File: src/rtl/shift_reg_ctrl_pkg.sv
// Shared types and defaults for the serial shift-register sequencing controller.
package shift_ctrl_pkg;

  localparam int DEF_WIDTH = 4;
  localparam int DEF_GAP   = 1;

  typedef enum logic [1:0] {
    ST_IDLE  = 2'd0,
    ST_SHIFT = 2'd1,
    ST_GAP   = 2'd2
  } state_t;

endpackage

File: src/rtl/shift_reg_ctrl_down_counter.sv
// Loadable down counter; `last` flags that the next enabled decrement empties it.
module down_counter #(
  parameter int W = 4
) (
  input  logic         clk,
  input  logic         reset,
  input  logic         load,
  input  logic [W-1:0] load_val,
  input  logic         en,
  output logic         last
);

  logic [W-1:0] count_reg;

  always_ff @(posedge clk) begin
    if (reset) begin
      count_reg <= '0;
    end else if (load) begin
      count_reg <= load_val;
    end else if (en && (count_reg != '0)) begin
      count_reg <= count_reg - W'(1);
    end
  end

  assign last = (count_reg == W'(1));

endmodule

File: src/rtl/shift_reg_ctrl.sv
// Accepts parallel words over valid/ready and shifts them MSB-first to a serial-in register.
module shift_reg_ctrl
  import shift_ctrl_pkg::*;
#(
  parameter int WIDTH = DEF_WIDTH,
  parameter int GAP   = DEF_GAP
) (
  input  logic             clk,
  input  logic             reset,
  input  logic [WIDTH-1:0] word_in,
  input  logic             word_valid,
  output logic             word_ready,
  input  logic             hold,
  output logic             ser_out,
  output logic             shift_en,
  output logic             frame_done,
  output logic             busy
);

  localparam int CW = $clog2(WIDTH + 1);
  localparam int GW = (GAP > 0) ? $clog2(GAP + 1) : 1;

  state_t           state_reg;
  state_t           state_next;
  logic [WIDTH-1:0] buf_reg;
  logic             frame_done_reg;
  logic             accept;
  logic             bit_last;
  logic             gap_last;
  logic             frame_end;

  assign word_ready = (state_reg == ST_IDLE) && !reset;
  assign shift_en   = (state_reg == ST_SHIFT) && !hold && !reset;
  assign ser_out    = buf_reg[WIDTH-1];
  assign busy       = (state_reg != ST_IDLE);
  assign frame_done = frame_done_reg;
  assign accept     = word_valid && word_ready;
  assign frame_end  = shift_en && bit_last;

  down_counter #(.W(CW)) u_bit_cnt (
    .clk      (clk),
    .reset    (reset),
    .load     (accept),
    .load_val (CW'(WIDTH)),
    .en       (shift_en),
    .last     (bit_last)
  );

  // With no gap the GAP state is unreachable, so its counter is not built.
  generate
    if (GAP > 0) begin : g_gap
      down_counter #(.W(GW)) u_gap_cnt (
        .clk      (clk),
        .reset    (reset),
        .load     (frame_end),
        .load_val (GW'(GAP)),
        .en       (state_reg == ST_GAP),
        .last     (gap_last)
      );
    end else begin : g_no_gap
      assign gap_last = 1'b1;
    end
  endgenerate

  always_comb begin
    state_next = state_reg;
    case (state_reg)
      ST_IDLE:  if (accept) state_next = ST_SHIFT;
      ST_SHIFT: if (frame_end) state_next = (GAP > 0) ? ST_GAP : ST_IDLE;
      ST_GAP:   if (gap_last) state_next = ST_IDLE;
      default:  state_next = ST_IDLE;
    endcase
  end

  always_ff @(posedge clk) begin
    if (reset) begin
      state_reg      <= ST_IDLE;
      buf_reg        <= '0;
      frame_done_reg <= 1'b0;
    end else begin
      state_reg      <= state_next;
      frame_done_reg <= frame_end;
      if (accept) begin
        buf_reg <= word_in;
      end else if (shift_en) begin
        buf_reg <= buf_reg << 1;
      end
    end
  end

endmodule

File: config.mk
export PLATFORM = sky130hd
export DESIGN_NAME = shift_reg_ctrl
export DESIGN_NICKNAME = d
export VERILOG_FILES = /design/src/rtl/shift_reg_ctrl_pkg.sv /design/src/rtl/shift_reg_ctrl_down_counter.sv /design/src/rtl/shift_reg_ctrl.sv
export SDC_FILE = /design/constraint.sdc
export NUM_CORES = 1
export LEC_CHECK = 0
export BUFFER_PORTS_ARGS = -buffer_cell sky130_fd_sc_hd__buf_2
export CORE_MARGIN = 1.5
export CORE_UTILIZATION = 38
export DETAILED_ROUTE_END_ITERATION = 7
export SKIP_CTS_REPAIR_TIMING = 1
export SYNTH_ARGS = -nofsm -noshare
export SYNTH_HDL_FRONTEND = slang
export SYNTH_SLANG_ARGS = --single-unit
File: constraint.sdc
create_clock -name clk -period 3.15 [get_ports clk]
set_clock_uncertainty 0.1 [all_clocks]
set_input_delay 0.63 -clock clk [delete_from_list [all_inputs] [get_ports clk]]
set_output_delay 0.63 -clock clk [all_outputs]
set_load 0.01 [all_outputs]
==> impl_results.md <==
- Run status: complete, no violations
- Synth unique cells: 23
- Drt first pass iters: 4
- Share of cells above drive strength 1: 26.0%
- Period utilization: 76.3%
- Hold crit path type: reg -> reg
- Crit. End Element: primary output
- Initial Util: 40.1%
- Antenna violations before repair: 0
- Gr busiest metal: met2
- Vias in the first global route: 356
- PwrDens: 453 mW/mm2
- CP dominant cell by count: buf_2
- Wire length per cell: 11.2 um
- GRT Total Usage: 15.2%
- Required time worst endpoint: 2.42 ns
- Synth Register Bits: 11
- Commonest cells post-synth: dfxtp_1 (11), inv_1 (6), nand2_1 (6)
- Max reg flops: 4
- Mapped cell area: 515 um2
- Total power: 0.272 mW
- FILL cells: 126
- Synthesized instance count: 60
- Fin area: 602 um2
- P_leak: 0.257 nW
- Syn Nets: 71
- Die Y: 39.8 um
- Nets@finish: 85
- Drt drc: 0
- FP Rows: 13
- Met1 usage: 18.4%
- Inst Count DP: 84
- Reg2Reg Setup Slack: 1.43 ns
- Clk buf depth: 2
- Share of the core filled with cells: 46.8%
- Final WL: 984 um
- I/O Pins: 13
- Global-route wire length before repair: 1510 um
- GP Congestion: 0.706
- GRT overflow: 0
- Number of vias in the routed layout: 454
- CTS tree: done
- N_diodes: 0
- Sequential share of the synthesized area: 42.7%
- Worst slew margin: 81.8%
- Post-layout min period: 2.40 ns
- Die width: 39.8 um
- CP startpoint kind: input port
- Crit-path max cell delay: 0.57 ns
- Fmax: 0.416 GHz
- Largest area contributor in the netlist: dfxtp_1
- Area Growth Syn to Fin: 16.7%
- Final Hold Fails: 0
- Worst Path Arrival: 1.67 ns
- Post-route ant nets: 0
- Top cells by area, synth: dfxtp_1 (43%), ha_1 (7.3%), a311oi_1 (5.1%)
- Clk Latency, worst-skew pair: 0.27 ns
- Final instance count without filler cells: 88
- # Max-Cap Violations: 0
- Post-synthesis async set-or-reset flop share: 0%
- CTS clk-pin slew, worst paths: 0.07 ns
- VDD IR-drop max: 0.000239 V
- Synthesized area per cell: 8.59 um2
- Slew @ Worst Pin: 0.271 ns
- Slowest CP cell: or4b_4
- Root buffer cell: clkbuf_4
- Crit-path cells: buf_2, or4b_4, inv_1, buf_2
- H-tree Lvls: 1
- Die Area: 0.00159 mm2
- Synth Flop Type: dfxtp_1
- M2 GR Usage: 20.9%
- Met3 Resource Use GR: 8.52%
- Most common cell in the netlist: dfxtp_1
- Final Max Tran Viols: 0
- Synth top area share: 42.7%
- Starting DRT DRC Count: 15
- Largest net degree at the start of global routing: 13
- Setup CP Type: in -> out
- Vias/cell: 5.16
- Ys Warns: 0
- Clock buffer count from CTS: 3
- DP Area: 576 um2
- CP Max Fanout: 12
- Finish-stage setup viols: 0
- TNS Setup: 0 ns
- Core area: 0.00128 mm2
- Clock sink count: 11
- Number of flops mapped to enable cells by yosys: 0
- Post-DP HPWL: 679 um
- RSZ-0062 raised after global routing: false
- Input/output buffers: 12
==> critical path: cells and delay by family <==
family                 cells  cell delay, ns
buffers and inverters      3            0.47
and+or+nand+nor            1            0.57
==> final cells by class <==
type / count / area, um2 / area share (%)
tap: 15 / 18.8 / 3.12
multi-input combinational: 40 / 254 / 42.2
clock buffer: 4 / 26.3 / 4.37
sequential: 11 / 220 / 36.6
inverter: 6 / 22.5 / 3.74
timing repair buffer: 12 / 60.1 / 9.98
==> metal layers <==
layer | vias up | wire length (um)
li1 | 236 | -
met1 | 204 | 465
met2 | 12 | 453
met3 | 2 | 59
met4 | 0 | 5
met5 | - | 0
==> placed cells by master (no fill, tap or decap), types with 2 or more instances in the layout <==
master and instances:
a21oi_1 4, a311oi_1 3, buf_2 12, clkbuf_4 3, dfxtp_1 11, ha_1 3, inv_1 6, nand2_1 6
nand3_1 2, nor2_1 4, o21ai_0 4, or3_1 3
==> through the flow <==
stage,setup slack [ns],hold slack (ns)
6_report,0.748,0.380
5_1_grt,0.700,0.412
4_1_cts,0.751,0.383
3_5_place_dp,0.755,0.370
3_3_place_gp,0.762,0.365
2_1_floorplan,1.01,0.348
==> worst paths after layout <==
path | endpoint | start | cells after the start
setup reg to reg | buf_reg[1] | state_reg[1] | 4
hold / removal | u_bit_cnt.count_reg[1] | u_bit_cnt.count_reg[1] | 2
hold reg to reg | u_bit_cnt.count_reg[1] | u_bit_cnt.count_reg[1] | 2
setup / recovery | shift_en | reset | 4
==> logic make-up after synthesis <==
kind of cell	count (synthesis)	share of synthesized area, %
AOI/OAI and AO/OA	13	15.8
adders and majority gates	3	7.28
buffers and inverters	9	8.01
and+or+nand+nor	24	26.2
DFF	11	42.7
==> report_power, final <==
| part | switching (mW) | internal [mW] |
|---|---|---|
| Sequential | 0.00370 | 0.144 |
| Combinational | 0.0151 | 0.0124 |
| Clock | 0.0478 | 0.0491 |
| Total | 0.0666 | 0.206 |
Note: power is estimated with default switching activity, not from simulation.
